===== src/rtl/serial_adder.sv =====
// Bit-serial LSB-first adder: computes a + b + cin over WIDTH cycles with one
// full-adder cell and a registered carry, under a start/done handshake.
module serial_adder #(
  parameter int WIDTH = 8
) (
  input  logic             clk,
  input  logic             rst_n,
  input  logic             start,
  input  logic             cin,
  input  logic [WIDTH-1:0] a,
  input  logic [WIDTH-1:0] b,
  output logic             busy,
  output logic             done,
  output logic [WIDTH-1:0] sum,
  output logic             cout
);

  // Handshake: start is sampled only in IDLE (ignored, not queued, while busy);
  // operands are captured on the accepting edge; done pulses for one cycle with
  // sum/cout valid, and sum/cout then hold until the next done.
  typedef enum logic [1:0] {
    IDLE  = 2'd0,
    SHIFT = 2'd1,
    DONE  = 2'd2
  } state_t;

  localparam int CW = (WIDTH > 2) ? $clog2(WIDTH) : 1;
  localparam logic [CW-1:0] LAST = CW'(WIDTH - 1);

  state_t           state;
  logic [WIDTH-1:0] a_sh;
  logic [WIDTH-1:0] b_sh;
  logic [WIDTH-1:0] res;
  logic             carry;
  logic [CW-1:0]    cnt;

  logic             s_bit;
  logic             c_next;
  logic [WIDTH-1:0] res_next;

  // The single full-adder cell working on the current LSBs.
  always_comb begin
    s_bit    = a_sh[0] ^ b_sh[0] ^ carry;
    c_next   = (a_sh[0] & b_sh[0]) | (a_sh[0] & carry) | (b_sh[0] & carry);
    res_next = {s_bit, res[WIDTH-1:1]};
  end

  always_ff @(posedge clk or negedge rst_n) begin
    if (!rst_n) begin
      state <= IDLE;
      a_sh  <= '0;
      b_sh  <= '0;
      res   <= '0;
      carry <= 1'b0;
      cnt   <= '0;
      busy  <= 1'b0;
      done  <= 1'b0;
      sum   <= '0;
      cout  <= 1'b0;
    end else begin
      case (state)
        IDLE: begin
          done <= 1'b0;
          if (start) begin
            a_sh  <= a;
            b_sh  <= b;
            carry <= cin;
            cnt   <= '0;
            busy  <= 1'b1;
            state <= SHIFT;
          end
        end
        SHIFT: begin
          res   <= res_next;
          a_sh  <= a_sh >> 1;
          b_sh  <= b_sh >> 1;
          carry <= c_next;
          cnt   <= cnt + CW'(1);
          // Publish only the completed word so sum never shows partial bits.
          if (cnt == LAST) begin
            sum   <= res_next;
            cout  <= c_next;
            done  <= 1'b1;
            state <= DONE;
          end
        end
        DONE: begin
          done  <= 1'b0;
          busy  <= 1'b0;
          state <= IDLE;
        end
        default: begin
          done  <= 1'b0;
          busy  <= 1'b0;
          state <= IDLE;
        end
      endcase
    end
  end

endmodule


===== config.mk =====
export PLATFORM = sky130hd
export DESIGN_NAME = serial_adder
export DESIGN_NICKNAME = d
export VERILOG_FILES = /design/src/rtl/serial_adder.sv
export SDC_FILE = /design/constraint.sdc
export NUM_CORES = 1
export LEC_CHECK = 0
export ABC_CLOCK_PERIOD_IN_PS = 1700
export BUFFER_PORTS_ARGS = -buffer_cell sky130_fd_sc_hd__buf_2
export CORE_MARGIN = 2
export CORE_UTILIZATION = 35
export DETAILED_ROUTE_END_ITERATION = 10
export HOLD_SLACK_MARGIN = 0.05
export REMOVE_ABC_BUFFERS = 1
export SYNTH_ARGS = -nofsm -noshare
export SYNTH_HDL_FRONTEND = slang
export SYNTH_SLANG_ARGS = --single-unit

===== constraint.sdc =====
create_clock -name clk -period 1.7 [get_ports clk]
set_input_delay 0.085 -clock clk [delete_from_list [all_inputs] [get_ports clk]]
set_output_delay 0.085 -clock clk [all_outputs]
set_load 0.005 [all_outputs]

==> reports/results.tsv <==
stage	metric	value	unit
global_route	met3 usage	3.20	%
routing	Detailed Route WL	3500	µm
global_route	first-pass GRT wire length	6280	µm
power	Max IR drop VDD	0.915	mV
floorplan	FP Rows	26	
power	Pwr Total	3.93	mW
worst_setup_path	Most common cell on crit path	ha_1	
finish	FF+latch area	1000	µm²
sta	Slew HR	66.8	%
placement	dpl hpwl	2380	µm
global_route	routing usage on met1	16.9	%
cts	Reg clk slew, reported paths	0.09	ns
power	pwr/cell area	1820	nW/µm²
finish	Non-Filler Instances	269	
worst_setup_path	CP Data Arrival Time	1.60	ns
worst_setup_path	Max Fanout on Critical Path	10	
yosys	Synth Register Bits	40	
finish	fraction of layout cells with a size suffix above 1	29.6	%
worst_setup_path	critical path class	reg -> reg	
worst_setup_path	R2R Setup Slk	0.28	ns
yosys	register area share after synthesis	54.9	%
power	Logic pwr share	36.0	%
global_route	vias in the first global route	1405	
power	P_leak	1.02	nW
floorplan	Die X	76.2	µm
power	Sw Share	34.7	%
worst_setup_path	CP Capture Type	register	
cts	post_cts resized	0	
floorplan	I/O pin count	31	
job	Max-Cap Viols	0	
cts	CTS tree	built	
worst_hold_path	hold path cells	3	
worst_setup_path	CP bufs+invs	0	
routing	Pre-antenna DRT Iters	4	
sta	Fin. Hold Viols	0	
floorplan	core area	5070	µm²
routing	Detailed Route Iter0 Violations	78	
finish	most frequent cells in the layout	40 x dfrtp_1, 30 x buf_2, 24 x nand2_1	
worst_setup_path	reg2reg path depth	4	
finish	area taken by multi-input logic gates	728	µm²
worst_setup_path	slowest cell on the critical path	dfrtp_1	
sta	skew final	0.0129	ns
power	P_int	2.57	mW
finish	Net count, final	221	
worst_setup_path	crit path cell chain	ha_1 -> ha_1 -> nand2_8 -> mux2_4	
sta	RSZ-0062 raised after global routing	no	
finish	FILL cells	508	
sta	post-route clock period utilization	83.6	%
cts	clk sinks	40	
sta	Setup-failing EPs final	0	
power	Clock Power Share	20.0	%
worst_hold_path	Worst Hold Endpoint	carry	
power	Sw Pwr	1.36	mW
worst_setup_path	Worst setup SP type	register	
global_route	Most Used Layer, Global Route	met2	
power	sequential cell fraction of total power	44.0	%
finish	design area	2160	µm²
cts	H-tree depth	2	
finish	Ant. Diodes	0	
routing	wire per inst	13.0	µm
cts	root buffer cell	clkbuf_8	
sta	Slew Limit Fails	0	
floorplan	Initial Utilization	35.9	%
worst_hold_path	hold crit path type	in -> reg	
worst_hold_path	hold path startpoint	cin	
yosys	synth unique cells	25	
worst_setup_path	Reg-to-Reg End	sum[0]	
sta	max frequency	704	MHz
global_route	largest net degree at the start of global routing	41	
sta	Final min period	1.42	ns
global_route	GR Util met2	22.1	%
yosys	Yosys Warn Count	0	
placement	Port Buffers	30	
sta	actual slew at the worst max-slew pin	0.498	ns
placement	gp weighted congestion	0.734	
placement	placed cell count	258	
routing	DRC	0	
cts	Clock Tree Buf Depth	2	
worst_setup_path	Largest delay share family, worst path	adder cells	
yosys	Post-Syn Area per Cell	11.1	µm²
finish	most common cell after layout, fill and taps aside	dfrtp_1	
cts	Clock Latency Late Sink	0.29	ns
placement	Placed Area	2020	µm²
worst_setup_path	Critical Path RT	1.88	ns
global_route	initial antenna violation count	0	
global_route	Tot GR Track Use	13.3	%
yosys	Syn Inst Count	165	
routing	Routed Antenna Nets	0	
floorplan	DIE HEIGHT	76.2	µm
run_status	run status	finished clean	
finish	area grow syn2layout	18.5	%
cts	Num CTS Buffers	5	
routing	vias	1342	
global_route	Remaining Overflow, GRT	0	
sta	Total Neg Setup Slack	0	ns
yosys	synthesized cell area	1820	µm²
finish	Core Util, Final	42.6	%
floorplan	die area	5810	µm²
worst_setup_path	r2r startpoint	cnt[0]	
worst_setup_path	Crit path largest cell delay	0.40	ns
routing	vias per inst	4.99	
## final cells by class
type / count / share of cell area [%]
inverters: 3 / 0.521
multi-input cells: 110 / 33.7
flip-flops and latches: 40 / 46.3
clock inverters: 3 / 2.20
well taps: 70 / 4.05
repair buffers: 38 / 10.1
clock buffers: 5 / 3.18
## per-layer routing
| layer | part of all wire, % | up-vias |
|---|---|---|
| li1 | - | 656 |
| met1 | 47 | 636 |
| met2 | 47 | 40 |
| met3 | 4.2 | 10 |
| met4 | 1.9 | 0 |
| met5 | 0 | - |
## per-stage QoR
step	hold slack, ns	setup WS (ns)
floorplan	-0.211	0.00984
global placement	0.175	0.296
detailed placement	0.176	0.269
CTS	0.0623	0.266
global route	0.0946	0.169
finish	0.0714	0.279
## cells in the mapped netlist
library cell | number | area [µm²]
ha_1 | 2 | 25.0
nand2b_1 | 3 | 18.8
o21ai_1 | 1 | 5.00
inv_1 | 2 | 7.51
inv_2 | 1 | 3.75
buf_6 | 3 | 33.8
nand2_1 | 24 | 90.1
dfrtp_1 | 40 | 1000
a22o_2 | 2 | 20.0
fa_1 | 1 | 20.0
nor3_1 | 23 | 115
nand2_8 | 1 | 20.0
nor2b_4 | 1 | 13.8
nor2_1 | 10 | 37.5
a21oi_1 | 2 | 10.0
nand2b_4 | 1 | 13.8
nor3_2 | 1 | 10.0
and2b_1 | 1 | 7.51
buf_2 | 7 | 35.0
buf_4 | 2 | 15.0
o21ai_0 | 5 | 25.0
o22ai_1 | 15 | 93.8
or2_1 | 1 | 6.26
o32ai_1 | 7 | 61.3
mux2_4 | 9 | 135
## sequential cells by signal, summed over array words and instances (netlist names)
register  flops
a_sh          8
b_sh          8
busy          1
carry         1
cnt           3
cout          1
done          1
res           7
state         2
sum           8
## how the worst max path moves through the flow
stage,start,to,slack (ns),cells past startpoint
final,cnt[0],sum[0],0.28,4
after global routing,state[1],a_sh[2],0.17,4
after CTS,cnt[0],sum[0],0.27,4
after detailed placement,cnt[0],sum[4],0.27,4
after global placement,cnt[0],sum[6],0.30,4
after floorplan,state[0],cout,0.01,3
## power groups by stage
stage / registers, mW / clock network (mW) / logic [mW]
after floorplan: 1.73 / 0 / 0.933
after global placement: 1.74 / 0 / 1.40
after detailed placement: 1.75 / 0 / 1.43
after CTS: 1.74 / 0.813 / 1.44
after global routing: 1.80 / 0.852 / 1.62
final: 1.73 / 0.785 / 1.41
## cells by family (layout without fill, tap and decap cells)
group	after synthesis	after routing	share of synthesized area, %
simple gates	66	66	18.2
flops	40	40	54.9
compound gates	32	32	11.8
buf+inv	15	49	5.21
mux	9	9	7.41
fa+ha+maj	3	3	2.47
## worst register-to-register path, stage by stage, from the launching register on
cell     delay [ns]
dfrtp_1        0.40
ha_1           0.20
ha_1           0.26
nand2_8        0.15
mux2_4         0.31
## timing repair
action / in CTS / in global routing
endpoints found under the hold margin: 42 / 0
hold buffers: 3 / 0
endpoints found under the setup margin: 0 / 0
buffers inserted: 0 / 0
(Power assumes the default switching activity.)
